File: config.mk
export PLATFORM = sky130hd
export DESIGN_NAME = ble_tx_crc_serializer
export DESIGN_NICKNAME = d
export VERILOG_FILES = /design/src/rtl/ble_tx_crc_serializer.sv
export SDC_FILE = /design/constraint.sdc
export NUM_CORES = 1
export LEC_CHECK = 0
export BUFFER_PORTS_ARGS = -buffer_cell sky130_fd_sc_hd__clkbuf_2
export CAP_MARGIN = 10
export CORE_ASPECT_RATIO = 0.5
export CORE_MARGIN = 10
export CORE_UTILIZATION = 50
export DETAILED_ROUTE_END_ITERATION = 7
export PLACE_DENSITY = 0.68
export REMOVE_ABC_BUFFERS = 1
export SYNTH_ARGS = -nofsm -noshare
export SYNTH_HDL_FRONTEND = slang
export SYNTH_SLANG_ARGS = --single-unit
export TNS_END_PERCENT = 20
File: constraint.sdc
create_clock -name clk -period 3.7 [get_ports clk]
set_clock_uncertainty 0.15 [all_clocks]
set_input_delay 0.185 -clock clk [delete_from_list [all_inputs] [get_ports clk]]
set_output_delay 0.185 -clock clk [all_outputs]
set_load 0.01 [all_outputs]
File: src/rtl/ble_tx_crc_serializer.sv
// BLE TX front end: serialises PDU bytes LSB-first on bit_tick, appends the CRC-24
// and drives the whitener's data/enable/init strobes.
module ble_tx_crc_serializer #(
  parameter logic [23:0] CRC_POLY = 24'h00065B
) (
  input  logic        clk,
  input  logic        rst,
  input  logic        start,
  input  logic        pdu_empty,
  input  logic [23:0] crc_init,
  input  logic        abort,
  input  logic        bit_tick,
  input  logic [7:0]  in_data,
  input  logic        in_valid,
  input  logic        in_last,
  output logic        in_ready,
  output logic        bit_out,
  output logic        bit_en,
  output logic        white_init,
  output logic        crc_phase,
  output logic        busy,
  output logic        done,
  output logic        underrun
);

  typedef enum logic [2:0] {
    S_IDLE,
    S_LOAD,
    S_PDU,
    S_CRC,
    S_DONE
  } state_t;

  state_t      state_q;
  logic [23:0] crc_q;
  logic [7:0]  sr_q;
  logic [3:0]  sr_cnt_q;
  logic        sr_last_q;
  logic [7:0]  hold_q;
  logic        hold_v_q;
  logic        hold_last_q;
  logic        got_last_q;
  logic        empty_q;
  logic [4:0]  crc_cnt_q;
  logic        bit_out_q;
  logic        bit_en_q;
  logic        white_init_q;
  logic        crc_phase_q;
  logic        busy_q;
  logic        done_q;
  logic        underrun_q;

  logic        have_sr;
  logic        bit_avail;
  logic        pdu_bit;
  logic        starve;
  logic        accept;
  logic [23:0] crc_d;

  function automatic logic [23:0] bitrev24(input logic [23:0] v);
    logic [23:0] r;
    for (int i = 0; i < 24; i++) r[i] = v[23-i];
    return r;
  endfunction

  function automatic logic [23:0] crc_step(input logic [23:0] c, input logic d);
    logic fb;
    fb = d ^ c[23];
    return {c[22:0], 1'b0} ^ (fb ? CRC_POLY : 24'h000000);
  endfunction

  // The next bit comes from the shift register, or straight from the holding
  // byte when the shift register has already drained.
  assign have_sr   = (sr_cnt_q != 4'd0);
  assign bit_avail = have_sr || hold_v_q;
  assign pdu_bit   = have_sr ? sr_q[0] : hold_q[0];
  assign starve    = bit_tick && !bit_avail;
  assign in_ready  = (state_q == S_PDU) && !hold_v_q && !got_last_q;
  assign accept    = in_valid && in_ready && !starve;
  assign crc_d     = crc_step(crc_q, pdu_bit);

  always_ff @(posedge clk or posedge rst) begin
    if (rst) begin
      state_q      <= S_IDLE;
      crc_q        <= '0;
      sr_q         <= '0;
      sr_cnt_q     <= '0;
      sr_last_q    <= 1'b0;
      hold_q       <= '0;
      hold_v_q     <= 1'b0;
      hold_last_q  <= 1'b0;
      got_last_q   <= 1'b0;
      empty_q      <= 1'b0;
      crc_cnt_q    <= '0;
      bit_out_q    <= 1'b0;
      bit_en_q     <= 1'b0;
      white_init_q <= 1'b0;
      crc_phase_q  <= 1'b0;
      busy_q       <= 1'b0;
      done_q       <= 1'b0;
      underrun_q   <= 1'b0;
    end else begin
      bit_en_q     <= 1'b0;
      white_init_q <= 1'b0;
      done_q       <= 1'b0;
      if (abort) begin
        state_q     <= S_IDLE;
        busy_q      <= 1'b0;
        crc_phase_q <= 1'b0;
        sr_cnt_q    <= '0;
        sr_last_q   <= 1'b0;
        hold_v_q    <= 1'b0;
        hold_last_q <= 1'b0;
        got_last_q  <= 1'b0;
      end else begin
        case (state_q)
          S_IDLE: begin
            if (start) begin
              state_q      <= S_LOAD;
              busy_q       <= 1'b1;
              white_init_q <= 1'b1;
              crc_q        <= bitrev24(crc_init);
              underrun_q   <= 1'b0;
              empty_q      <= pdu_empty;
              crc_phase_q  <= 1'b0;
              sr_cnt_q     <= '0;
              sr_last_q    <= 1'b0;
              hold_v_q     <= 1'b0;
              hold_last_q  <= 1'b0;
              got_last_q   <= 1'b0;
              crc_cnt_q    <= '0;
            end
          end
          S_LOAD: begin
            state_q <= empty_q ? S_CRC : S_PDU;
          end
          S_PDU: begin
            if (starve) begin
              underrun_q <= 1'b1;
              state_q    <= S_IDLE;
              busy_q     <= 1'b0;
              sr_cnt_q   <= '0;
              hold_v_q   <= 1'b0;
              got_last_q <= 1'b0;
            end else if (bit_tick) begin
              bit_out_q <= pdu_bit;
              bit_en_q  <= 1'b1;
              crc_q     <= crc_d;
              if (have_sr) begin
                sr_q     <= sr_q >> 1;
                sr_cnt_q <= sr_cnt_q - 4'd1;
                if (sr_cnt_q == 4'd1) begin
                  if (sr_last_q) begin
                    state_q   <= S_CRC;
                    crc_cnt_q <= '0;
                  end else if (hold_v_q) begin
                    sr_q      <= hold_q;
                    sr_cnt_q  <= 4'd8;
                    sr_last_q <= hold_last_q;
                    hold_v_q  <= 1'b0;
                  end
                end
              end else begin
                sr_q      <= {1'b0, hold_q[7:1]};
                sr_cnt_q  <= 4'd7;
                sr_last_q <= hold_last_q;
                hold_v_q  <= 1'b0;
              end
            end else if (!have_sr && hold_v_q) begin
              sr_q      <= hold_q;
              sr_cnt_q  <= 4'd8;
              sr_last_q <= hold_last_q;
              hold_v_q  <= 1'b0;
            end
            if (accept) begin
              hold_q      <= in_data;
              hold_v_q    <= 1'b1;
              hold_last_q <= in_last;
              got_last_q  <= in_last;
            end
          end
          S_CRC: begin
            if (bit_tick) begin
              bit_out_q   <= crc_q[23];
              bit_en_q    <= 1'b1;
              crc_phase_q <= 1'b1;
              crc_q       <= {crc_q[22:0], 1'b0};
              crc_cnt_q   <= crc_cnt_q + 5'd1;
              if (crc_cnt_q == 5'd23) begin
                state_q <= S_DONE;
                done_q  <= 1'b1;
              end
            end
          end
          S_DONE: begin
            state_q     <= S_IDLE;
            busy_q      <= 1'b0;
            crc_phase_q <= 1'b0;
          end
          default: begin
            state_q <= S_IDLE;
            busy_q  <= 1'b0;
          end
        endcase
      end
    end
  end

  assign bit_out    = bit_out_q;
  assign bit_en     = bit_en_q;
  assign white_init = white_init_q;
  assign crc_phase  = crc_phase_q;
  assign busy       = busy_q;
  assign done       = done_q;
  assign underrun   = underrun_q;

endmodule
==> impl_metrics.toml <==
[timing]
post-route-min-period_ns = 2.77
finalCritPeriodShare_pct = 74.9
tightest_slew_ns = 0.762
final_max_slew_viol_count = 0
final.setup.tns_ns = 0
hold_viol = 0
rsz0062_at_grt = "false"
clock.fmax_ghz = 0.361
setup_viol = 0
max_slew_margin_pct = 49.1

[layout]
n_fill_cell = 555
area_growth_pct = 24.0
drive_above_1_share_pct = 23.3
nets = 455
antennaDiodeCount = 0
instances_no_fill = 509

[place]
gp_congestion = 0.843
portBuffers = 47
dp.cells = 472
dp_hpwl_um = 5260

[global_route]
antenna_found_initial = 0
grt_pass1_vias = 2660
grt_max_degree = 44
overflow = 0
grt_first_pass_wirelength_um = 12800
gr-usage-all-layers_pct = 14.9

[detailed_routing]
routedWlPerCell_um = 14.8
wl_met2_um = 3670
detail-route-antenna-nets = 0
drt-initial-drc-count = 263
vias = 2750
viasPerCell = 5.40
wl_met1_um = 3350
wl_met3_um = 407
highest_layer = "met4"
drcViolationCount = 0
dr.pass1.iters = 4
wirelength_um = 7510

[critical_path]
required_ns = 3.76
timing.rr.start = "sr_cnt_q[0]"
cp-end-kind = "register"
r2r-end = "bit_out"
path_class = "register to register"
worst-r2r-setup-slack_ns = 0.93
cp_max_fo = 43
startpoint_type = "register"
r2r_cells = 8
cp.arrival_ns = 2.83

[cts]
cts_buffers = 9
h-tree-depth = 3
cts.repair.resized = 0
cts_tree = "built"
cts_num_sinks = 64
cts-root-buf = "clkbuf_16"
cts.path.max_buffers = 2
insertion_delay_ns = 0.33
clk_pin_slew_ns = 0.05

[die]
core_area_um2 = 6600
num_rows = 21
die_w_um = 136
initial_core_util_pct = 51.0
die_h_um = 78.0
io_pins = 48
fp.dieArea_um2 = 10600

[synth]
ys_seq_area_share_pct = 47.6
synth-seq-cells = 64
syn_area_um2 = 3360
syn_inst = 348
synth_edf_count = 0
syn_area_per_cell_um2 = 9.67
synthFlopType = "dfrtp_1"
synthArstFlopShare_pct = 100
ys_types = 43
yosys_warnings = 0

[power]
finalPower_uw = 2780
p_leak_uw = 0.00201
power_density_nw_per_um2 = 667
vdd_drop_max_v = 0.000357

[worst_hold_path]
hold_path_class = "primary input to register"
min_to = "crc_q[8]"
min_from = "crc_init[15]"
hold_depth = 3

[flow_run]
cap_viol_max_count = 0

[status]
outcome = "finished, final reports clean"
==> Yosys cell counts (2+ instances only) <==
master     count  share of area [%]
dfrtp_1       64                 48
nand2_1       52                5.8
o21ai_0       42                6.2
mux2i_1       25                7.4
mux2_2        19                6.4
a21oi_1       17                2.5
nor2_1        17                1.9
nand3_1       13                1.9
clkbuf_1      12                1.3
inv_1         10                1.1
o211ai_1       6                1.3
xnor2_1        6                1.6
nand2b_1       5               0.93
nor3_1         5               0.74
a21o_1         4               0.89
buf_2          4               0.60
nor3b_1        4               0.89
a211oi_1       3               0.67
a22o_1         3               0.78
ha_1           3                1.1
or2_2          3               0.56
a2bb2oi_1      2               0.52
a31o_2         2               0.52
a31oi_1        2               0.37
and2_1         2               0.37
and3_1         2               0.37
nor3b_2        2               0.74
o31ai_1        2               0.45
or2_1          2               0.37
or3b_1         2               0.52
==> kinds of logic after synthesis <==
logic type                 Yosys count  synth area share, %
DFF                                 64                 47.6
and+or+nand+nor                    114                 16.5
AOI/OAI and AO/OA                   87                 15.5
buffers and inverters               29                 3.50
xor gates and xnor gates             6                 1.56
muxes                               45                 14.2
adders and majority gates            3                 1.12
==> layout make-up <==
| class | count | area [um^2] | area share (%) |
|---|---|---|---|
| multi-input combinational | 255 | 1650 | 39.4 |
| sequential | 64 | 1600 | 38.4 |
| timing repair buffer | 71 | 468 | 11.2 |
| clock buffer | 13 | 260 | 6.24 |
| tap | 92 | 115 | 2.76 |
| inverter | 11 | 41.3 | 0.990 |
| clock inverter | 3 | 40.0 | 0.960 |
==> sequential cells by signal, indices dropped and copies added (netlist names) <==
name,cells
sr_cnt_q,4
sr_last_q,1
hold_q,8
bit_en,1
empty_q,1
crc_cnt_q,5
got_last_q,1
state_q,3
hold_last_q,1
underrun,1
crc_phase,1
sr_q,8
bit_out,1
busy,1
hold_v_q,1
crc_q,24
done,1
white_init,1
==> cells in the final DEF, fill, tap and decap left out, types with 3 or more instances in the layout <==
cell and instances:
mux2_2 19, o211ai_1 6, a211oi_1 3, nand2_1 52, a21o_1 4, xnor2_1 6
inv_1 9, buf_4 3, dlygate4sd3_1 21, dfrtp_1 64, nor3_1 5, nand3_1 13
o21ai_0 42, nor2_1 17, nor3b_1 4, clkbuf_2 47, or2_2 3, clkbuf_16 9
ha_1 3, mux2i_1 25, nand2b_1 5, a22o_1 3, a21oi_1 17
==> per-stage QoR <==
stage          hold slack [ns]  area (um^2)  utilization [%]  setup slack, ns
2_1_floorplan            0.101         3290                -            0.972
3_3_place_gp             0.200         3660             55.5             1.04
3_5_place_dp             0.203         3660             55.5            0.933
4_1_cts               0.000399         4170             63.3            0.927
5_1_grt                0.00685         4170             63.3            0.724
6_report                0.0115         4170             63.3            0.927
==> power breakdown <==
| part | internal [uW] | switching, uW | leakage [uW] |
|---|---|---|---|
| sequential | 906 | 176 | 0.000846 |
| clock | 555 | 279 | 0.000150 |
| combinational | 406 | 460 | 0.00102 |
==> critical path, cell delays in order (launching register included) <==
cell	delay, ns
dfrtp_1	0.41
inv_1	0.07
ha_1	0.26
or3b_1	0.43
nor3_4	0.25
a21o_4	0.39
or2_1	0.32
inv_2	0.08
mux2_4	0.29
==> repair_timing <==
item	CTS	global route
hold buffers	21	0
endpoints found under the hold margin	59	0
setup endpoints to repair	0	0
setup buffers	0	0
==> layer usage <==
layer,GRT usage [%],vias up
met3,4.76,8
met2,23.8,70
met5,0,-
li1,-,1355
met1,18.0,1317
met4,6.77,0
==> how the worst max path moves through the flow <==
stage / end / depth (start not counted) / slack, ns / from
2_1_floorplan: bit_out / 8 / 0.97 / sr_cnt_q[0]
3_3_place_gp: bit_out / 8 / 1.04 / sr_cnt_q[0]
3_5_place_dp: bit_out / 8 / 0.93 / sr_cnt_q[0]
4_1_cts: bit_out / 8 / 0.93 / sr_cnt_q[0]
5_1_grt: bit_out / 8 / 0.72 / sr_cnt_q[0]
6_report: bit_out / 8 / 0.93 / sr_cnt_q[0]
(Power assumes the default switching activity.)
